[src/rtl/core_hazard_ctrl_pkg.sv]
// Shared constants for the i2d core hazard controller: 3-bit FSM state codes.
package core_hazard_ctrl_pkg;

  localparam logic [2:0] CORE_HZ_ST_RUN   = 3'd0;
  localparam logic [2:0] CORE_HZ_ST_LDU   = 3'd1;
  localparam logic [2:0] CORE_HZ_ST_MCW   = 3'd2;
  localparam logic [2:0] CORE_HZ_ST_MEMW  = 3'd3;
  localparam logic [2:0] CORE_HZ_ST_FLUSH = 3'd4;
  localparam logic [2:0] CORE_HZ_ST_EXC   = 3'd5;

endpackage

[src/rtl/core_hazard_detect.sv]
// Combinational load-use hazard compare between the ID sources and the EX load destination.
module core_hazard_detect #(
  parameter int RF_AW = 5
) (
  input  logic             id_valid,
  input  logic [RF_AW-1:0] id_ra_addr,
  input  logic [RF_AW-1:0] id_rb_addr,
  input  logic             id_use_ra,
  input  logic             id_use_rb,
  input  logic             ex_load,
  input  logic             ex_rd_we,
  input  logic [RF_AW-1:0] ex_rd_addr,
  output logic             hazard
);

  // A load result is only available a cycle late, so any ID read of its destination must wait.
  always_comb begin
    hazard = ex_load && ex_rd_we && id_valid &&
             ((id_use_ra && (id_ra_addr == ex_rd_addr)) ||
              (id_use_rb && (id_rb_addr == ex_rd_addr)));
  end

endmodule

[src/rtl/core_hazard_ctrl.sv]
// Pipeline sequencing controller: stall/flush/bubble generation for IF/ID/EX of the i2d core.
module core_hazard_ctrl
  import core_hazard_ctrl_pkg::*;
#(
  parameter int RF_AW     = 5,
  parameter int FLUSH_CYC = 1,
  parameter int MC_MAX    = 64,
  parameter int MC_CW     = 7
) (
  input  logic             clk,
  input  logic             rst,
  input  logic             id_valid,
  input  logic [RF_AW-1:0] id_ra_addr,
  input  logic [RF_AW-1:0] id_rb_addr,
  input  logic             id_use_ra,
  input  logic             id_use_rb,
  input  logic             ex_load,
  input  logic             ex_rd_we,
  input  logic [RF_AW-1:0] ex_rd_addr,
  input  logic             ex_mc_start,
  input  logic             alu_done,
  input  logic             mau_req,
  input  logic             mau_ack,
  input  logic             br_taken,
  input  logic             exc_req,
  output logic             if_halt,
  output logic             id_halt,
  output logic             ex_halt,
  output logic             id_flush,
  output logic             ex_bubble,
  output logic             pc_sel_exc,
  output logic             mc_timeout,
  output logic [2:0]       ctrl_state
);

  localparam int FL_W = (FLUSH_CYC < 1) ? 1 : $clog2(FLUSH_CYC + 1);

  logic [2:0]       state, nxt_state;
  logic [MC_CW-1:0] mc_cnt;
  logic [FL_W-1:0]  fl_cnt;
  logic             ld_hz;
  logic             if_h, id_h, ex_h, fl_o, bub_o, exc_o;
  logic             mc_clr, mc_inc, fl_load, fl_dec, to_set;

  core_hazard_detect #(.RF_AW(RF_AW)) u_detect (
    .id_valid   (id_valid),
    .id_ra_addr (id_ra_addr),
    .id_rb_addr (id_rb_addr),
    .id_use_ra  (id_use_ra),
    .id_use_rb  (id_use_rb),
    .ex_load    (ex_load),
    .ex_rd_we   (ex_rd_we),
    .ex_rd_addr (ex_rd_addr),
    .hazard     (ld_hz)
  );

  // Next-state, per-cycle controls and counter strobes from the current state and inputs.
  always_comb begin
    nxt_state = state;
    if_h      = 1'b0;
    id_h      = 1'b0;
    ex_h      = 1'b0;
    fl_o      = 1'b0;
    bub_o     = 1'b0;
    exc_o     = 1'b0;
    mc_clr    = 1'b0;
    mc_inc    = 1'b0;
    fl_load   = 1'b0;
    fl_dec    = 1'b0;
    to_set    = 1'b0;
    case (state)
      CORE_HZ_ST_RUN: begin
        if (exc_req && id_valid) begin
          nxt_state = CORE_HZ_ST_EXC;
        end else if (br_taken) begin
          fl_o      = 1'b1;
          bub_o     = 1'b1;
          fl_load   = 1'b1;
          nxt_state = CORE_HZ_ST_FLUSH;
        end else if (mau_req && !mau_ack) begin
          if_h      = 1'b1;
          id_h      = 1'b1;
          ex_h      = 1'b1;
          nxt_state = CORE_HZ_ST_MEMW;
        end else if (ex_mc_start) begin
          mc_clr    = 1'b1;
          nxt_state = CORE_HZ_ST_MCW;
        end else if (ld_hz) begin
          if_h      = 1'b1;
          id_h      = 1'b1;
          bub_o     = 1'b1;
          nxt_state = CORE_HZ_ST_LDU;
        end
      end
      CORE_HZ_ST_LDU: nxt_state = CORE_HZ_ST_RUN;
      CORE_HZ_ST_MCW: begin
        if (alu_done) begin
          nxt_state = CORE_HZ_ST_RUN;
        end else begin
          if_h = 1'b1;
          id_h = 1'b1;
          ex_h = 1'b1;
          if (mc_cnt == MC_CW'(MC_MAX - 1)) begin
            to_set    = 1'b1;
            nxt_state = CORE_HZ_ST_EXC;
          end else begin
            mc_inc = 1'b1;
          end
        end
      end
      CORE_HZ_ST_MEMW: begin
        if (mau_ack) begin
          nxt_state = CORE_HZ_ST_RUN;
        end else begin
          if_h = 1'b1;
          id_h = 1'b1;
          ex_h = 1'b1;
        end
      end
      CORE_HZ_ST_EXC: begin
        exc_o     = 1'b1;
        fl_o      = 1'b1;
        bub_o     = 1'b1;
        fl_load   = 1'b1;
        nxt_state = CORE_HZ_ST_FLUSH;
      end
      CORE_HZ_ST_FLUSH: begin
        fl_o  = 1'b1;
        bub_o = 1'b1;
        if (fl_cnt <= FL_W'(1)) nxt_state = CORE_HZ_ST_RUN;
        else                    fl_dec    = 1'b1;
      end
      default: nxt_state = CORE_HZ_ST_RUN;
    endcase
  end

  // State, counters and sticky timeout flag.
  always_ff @(posedge clk or negedge rst) begin
    if (!rst) begin
      state      <= CORE_HZ_ST_RUN;
      mc_cnt     <= '0;
      fl_cnt     <= '0;
      mc_timeout <= 1'b0;
    end else begin
      state <= nxt_state;
      if (mc_clr)      mc_cnt <= '0;
      else if (mc_inc) mc_cnt <= mc_cnt + 1'b1;
      if (fl_load)     fl_cnt <= FL_W'(FLUSH_CYC);
      else if (fl_dec) fl_cnt <= fl_cnt - 1'b1;
      if (to_set)      mc_timeout <= 1'b1;
    end
  end

  // Outputs are combinational; reset gating keeps them low the instant rst falls.
  always_comb begin
    if_halt    = rst & if_h;
    id_halt    = rst & id_h;
    ex_halt    = rst & ex_h;
    id_flush   = rst & fl_o;
    ex_bubble  = rst & bub_o;
    pc_sel_exc = rst & exc_o;
    ctrl_state = state;
  end

endmodule

[config.mk]
export PLATFORM = sky130hd
export DESIGN_NAME = core_hazard_ctrl
export DESIGN_NICKNAME = d
export VERILOG_FILES = /design/src/rtl/core_hazard_ctrl_pkg.sv /design/src/rtl/core_hazard_detect.sv /design/src/rtl/core_hazard_ctrl.sv
export SDC_FILE = /design/constraint.sdc
export NUM_CORES = 1
export LEC_CHECK = 0
export ABC_AREA = 1
export ABC_CLOCK_PERIOD_IN_PS = 2560
export BUFFER_PORTS_ARGS = -buffer_cell sky130_fd_sc_hd__buf_2
export CORE_UTILIZATION = 50
export DETAILED_ROUTE_END_ITERATION = 12
export GPL_TIMING_DRIVEN = 0
export MAX_ROUTING_LAYER = met4
export PLACE_DENSITY_LB_ADDON = 0.2
export SETUP_SLACK_MARGIN = 0.02
export SYNTH_ARGS = -nofsm -noshare
export SYNTH_HDL_FRONTEND = slang
export SYNTH_SLANG_ARGS = --single-unit
[constraint.sdc]
create_clock -name clk -period 2.56 [get_ports clk]
set_clock_uncertainty 0.2 [all_clocks]
set_input_delay 0.512 -clock clk [delete_from_list [all_inputs] [get_ports clk]]
set_output_delay 0.512 -clock clk [all_outputs]
set_load 0.01 [all_outputs]
**Word-level counts from Yosys, hierarchy flattened**

Index checks and enable logic that the tools add are counted.
Widths: inputs -> output; s select.

- $add $sub $neg: 2
- $lt $le $gt $ge: 1
- Equal/unequal tests: 11
- Muxes and demuxes: 48
- Bitwise gates (word level): 5
- Reduce and logical (&&, ||, !) cells: 14

Operators with widths:

| kind | count |
|---|---|
| $mux 1 | 31 |
| $mux 3 | 9 |
| $pmux 3 s5 | 1 |
| $mux 7 | 2 |
| $eq 5x5->1 | 2 |
| $add 7x1->7 const B | 1 |
| $eq 7x6->1 const B | 1 |
| $logic_and 1x1->1 | 7 |
| $eq 3x2->1 const B | 2 |
| $eq 3x3->1 const B | 2 |
| $ne 6x6->1 const B | 1 |
| $pmux 1 s2 | 3 |
| $pmux 1 s3 | 2 |
| $and 1x1->1 | 5 |
| $ne 2x2->1 const B | 2 |
| $reduce_and 4->1 | 1 |
| $reduce_bool 2->1 | 2 |
| $logic_not 3->1 | 1 |
| $ne 3x3->1 const B | 1 |
| $reduce_or 2->1 | 1 |
| $le 1x1->1 const B | 1 |
| $logic_not 1->1 | 1 |
| $logic_or 1x1->1 | 1 |
| $sub 1x1->1 const B | 1 |

- Register bits: 12
- Input bits: 28
- Output and inout port bits: 10
- Logic and storage cells: 85

**Logic depth before layout (Yosys ltp)**

- Depth after elaboration: 11
- Depth in mapped cells: 10

**Cells and area by module**

From an unflattened synthesis, not the netlist that was laid out.

- Cells, all modules: 171
- Area, all modules: 989.7 sq um

Modules (own cells, without submodules):

| module | instances | cells each | area an instance (sq um) |
|---|---|---|---|
| core_hazard_ctrl | 1 | 118 | 782.0 |
| core_hazard_detect | 1 | 53 | 207.7 |

**Worst setup path before layout**

OpenSTA, ideal clock, no wires.

- Kind: input -> output
- Start: input id_valid
- End: output if_halt
- Arrival time: 1.371 ns
- Setup slack: 0.477 ns
- Cell stages on the path: 8
- Cells stage by stage: nand2_1 > nand3_4 > nor2_8 > inv_2 > o211ai_1 > nand2_1 > o21ai_2 > buf_4

- Longest elaborated chain between the ends: 9
- Elaborated cells on any way between the ends: 10
- Those cells by class: mux (6); bitwise (1); reduce/logical (3)

RTL lines:

| element | line | source |
|---|---|---|
| from (decl) | core_hazard_ctrl.sv:12 | `input logic id_valid,` |
| $logic_and 1x1->1 (2 in a row) | core_hazard_detect.sv:18 | `hazard = ex_load && ex_rd_we && id_valid &&` |
| $mux 1 (4 in a row) | - |  |
| $mux 1 * | - |  |
| $pmux 1 s3 * | - |  |
| $and 1x1->1 * | - |  |
| to (decl) | core_hazard_ctrl.sv:26 | `output logic if_halt,` |

Mark *: on every way between the ends. The rest lies on a longest branch, timed or not.

**Worst setup path after layout**

- Start: register state[0], in the netlist ctrl_state[0]
- End: output if_halt

- Longest elaborated chain between the ends: 3
- Elaborated cells on any way between the ends: 5
- Those cells by class: eq/ne (2); mux (1); bitwise (1); reduce/logical (1)

RTL lines:

| element | line | source |
|---|---|---|
| from (decl) | core_hazard_ctrl.sv:38 | `logic [2:0] state, nxt_state;` |
| from (signal assigned) | core_hazard_ctrl.sv:145 | `state <= nxt_state;` |
| $eq 3x2->1 or $logic_not 3->1 (tied branches) | core_hazard_ctrl.sv:71 | `case (state)` |
| $pmux 1 s3 * | core_hazard_ctrl.sv:71 |  |
| $and 1x1->1 * | core_hazard_ctrl.sv:156 | `if_halt = rst & if_h;` |

Marks and branches as above.

==> flow_summary_export.csv <==
group,metric,value,unit
finish,layout_commonest_cell,"nand2_1",
timing,slew_headroom,67.2,%
synthesis,synth_cells,156,
synthesis,ys_ff_latch,11,
power_and_ir_drop,clockPowerShare,14.1,%
power_and_ir_drop,irDropWorstVdd,0.000502,V
cts,cts_buffer_depth,2,
placement,gp_routability_congestion,0.909,
setup_path,crit_family,"buffers and inverters",
cts,cts_made_buffers,3,
synthesis,synth_mux_area_share,0,%
synthesis,synth.net_count,185,
synthesis,synth_xor_area_share,0.879,%
synthesis,synth_simple_gate_area_share,45.7,%
setup_path,reg2reg_depth,9,
grt,overflow,0,
drt,vias_per_cell,4.81,
timing,period_minus_slack,2490,ps
finish,regArea,278,sq um
synthesis,synth-compound-area-share,10.6,%
synthesis,synth_top_family_by_area,"simple AND/OR/NAND/NOR gates",
finish,multi_input_area,582,sq um
synthesis,synth_area,996,sq um
power_and_ir_drop,p_int,497,uW
power_and_ir_drop,fin_total_pwr,881,uW
finish,fin_nets,233,
timing,rsz0062_at_grt,"true",
synthesis,synth_warnings,0,
finish,layout_common_cells,"nand2_1, buf_2, inv_1",
setup_path,cp_slowest_stage_delay,430,ps
cts,cts-root-buf,"clkbuf_4",
cts,cts_tree,"done",
timing,finalSetupViolations,0,
power_and_ir_drop,p_per_area,681,nW/um^2
outcome,status,"completed",
setup_path,cp.required,1850,ps
grt,grt_usage,24.4,%
power_and_ir_drop,power_frac_seq,32.3,%
drt,wl,2280,um
setup_path,endpoint_kind,"output port",
grt,antenna_found_initial,0,
floorplanning,dieArea,2170,sq um
finish,fillCellCount,150,
placement,dp_hpwl,1770,um
timing,finalHoldViolations,0,
synthesis,avgSynthCellArea,6.38,sq um
finish,n_antenna_cell,0,
drt,first_iter_violations,32,
finish,layout-drive-gt1-share,31.5,%
job,cap_violations,0,
placement,io_buffer_count,37,
grt,grt_pass1_wl,3560,um
cts,clk_pin_slew,80,ps
floorplanning,fp.coreArea,1800,sq um
cts,h-tree-depth,1,
setup_path,cp_cell_sequence,"buf_4 > buf_4 > a211oi_1 > nand3b_1 > o21ai_2 > buf_4 > buf_6",
cts,cts_sinks,11,
setup_path,cp_common_cell,"buf_4",
setup_path,path_buf_inv,4,
drt,vias,1097,
grt,first_global_vias,891,
floorplanning,die_x,46.6,um
synthesis,synth_seq_area_share,27.6,%
grt,grt_max_degree,12,
hold_path,hp-class,"reg2reg",
hold_path,hold_depth,1,
setup_path,setup.worst_path.start_class,"register",
drt,dr.pass1.iters,4,
power_and_ir_drop,combPwrFrac,53.6,%
drt,drcViolationCount,0,
cts,clock_latency,280,ps
power_and_ir_drop,leakagePower,0.762,nW
timing,max_freq,401,MHz
setup_path,cp.depth,7,
setup_path,arrival,1780,ps
setup_path,critPathKind,"reg2out",
placement,place_area,1210,sq um
setup_path,worstPathMaxFanout,3,
floorplanning,start_util,55.3,%
power_and_ir_drop,netSwitchingPower,384,uW
setup_path,cp_slowest_cell,"dfrtp_2",
drt,ant_nets,0,
timing,fin_crit_sh,97.4,%
drt,wl_per_cell,10.0,um
finish,syn2layout_area_growth,30.0,%
floorplanning,ios,38,
synthesis,synth_fa_ha_area_share,1.26,%
timing,final_max_slew_viol_count,0,
floorplanning,row_count,15,
synthesis,yosysUniqueCellTypes,30,
floorplanning,die_y,46.6,um
timing,tightest_slew,490,ps
finish,postLayoutCellArea,1290,sq um
power_and_ir_drop,sw_frac_of_total,43.6,%
[layer usage]
metal | vias up | share of wire (%) | wire length, um | GRT usage, %
li1 | 578 | - | - | -
met1 | 478 | 44 | 1010 | 29.5
met2 | 36 | 48 | 1100 | 39.7
met3 | 5 | 6.0 | 137 | 3.92
met4 | 0 | 1.8 | 42 | 10.9
met5 | - | 0 | 0 | -
[kinds of logic (layout without fill, tap and decap cells)]
logic type,count (synthesis),in the layout
AND/OR/NAND/NOR,89,89
buffers and inverters,36,83
AO/OA/AOI/OAI,18,18
flip-flops,11,11
adder cells (fa/ha/maj),1,1
XOR/XNOR,1,1
[cells in the mapped netlist, drive strengths merged]
cell type	count	area, sq um
dfrtp	11	275
nand4	3	18.8
buf	1	7.51
and3	2	13.8
a21oi	3	15.0
nor2	20	116
o21ai	10	53.8
xor2	1	8.76
o31ai	1	7.51
inv	35	131
ha	1	12.5
a211oi	1	7.51
o211ai	1	7.51
nand3	7	60.1
nor3	5	30.0
nand3b	1	7.51
nand2	51	209
o21bai	1	7.51
o22ai	1	6.26
[cell type report]
class / instances / share of cell area [%]
Timing Repair Buffer: 43 / 18.5
Clock buffer: 4 / 2.03
Multi-Input combinational cell: 109 / 44.9
Inverter: 35 / 10.1
Sequential cell: 11 / 21.4
Tap cell: 25 / 2.42
Buffer: 1 / 0.580
[power by group through the flow]
stage	sequential (mW)	clock, mW	combinational (mW)
after floorplan	0.287	0	0.279
after global placement	0.284	0	0.395
after detailed placement	0.286	0	0.406
after CTS	0.283	0.133	0.411
after global routing	0.292	0.137	0.531
final	0.284	0.125	0.472
[what timing repair did]
item / in CTS / in global routing
endpoints found under the setup margin: 0 / 2
endpoints found under the hold margin: 11 / 0
hold buffers: 1 / 0
setup buffers: 0 / 5
resized for setup: 0 / 4
[flip-flops by register name, indices dropped and copies added (netlist names)]
signal	cells
mc_cnt	7
mc_timeout	1
ctrl_state	3
[per-stage QoR]
stage	hold WS [ps]	TNS, ps	util (%)	setup slack (ps)	std cells
after global routing	340	-53.2	71.9	-53.2	228
after CTS	289	0	69.3	46.6	223
after global placement	211	0	67.3	160	218
after floorplan	16.4	0	-	477	156
after detailed placement	217	0	67.3	148	218
final	290	0	71.9	67.6	228
[path summary, 6_finish.rpt]
path	start	endpoint	slack, ps
worst min register to register	mc_timeout$_DFFE_PN0P_	mc_timeout$_DFFE_PN0P_	290
worst max register to register	ctrl_state[0]$_DFFE_PN0P_	ctrl_state[0]$_DFFE_PN0P_	900
max in group asynchronous	rst	ctrl_state[2]$_DFFE_PN0P_	1230
min in group asynchronous	rst	mc_cnt[6]$_DFFE_PN0P_	580
worst max-delay path	ctrl_state[0]$_DFFE_PN0P_	if_halt	70
worst min-delay path	mc_timeout$_DFFE_PN0P_	mc_timeout$_DFFE_PN0P_	290
Note: power is estimated with default switching activity, not from simulation.
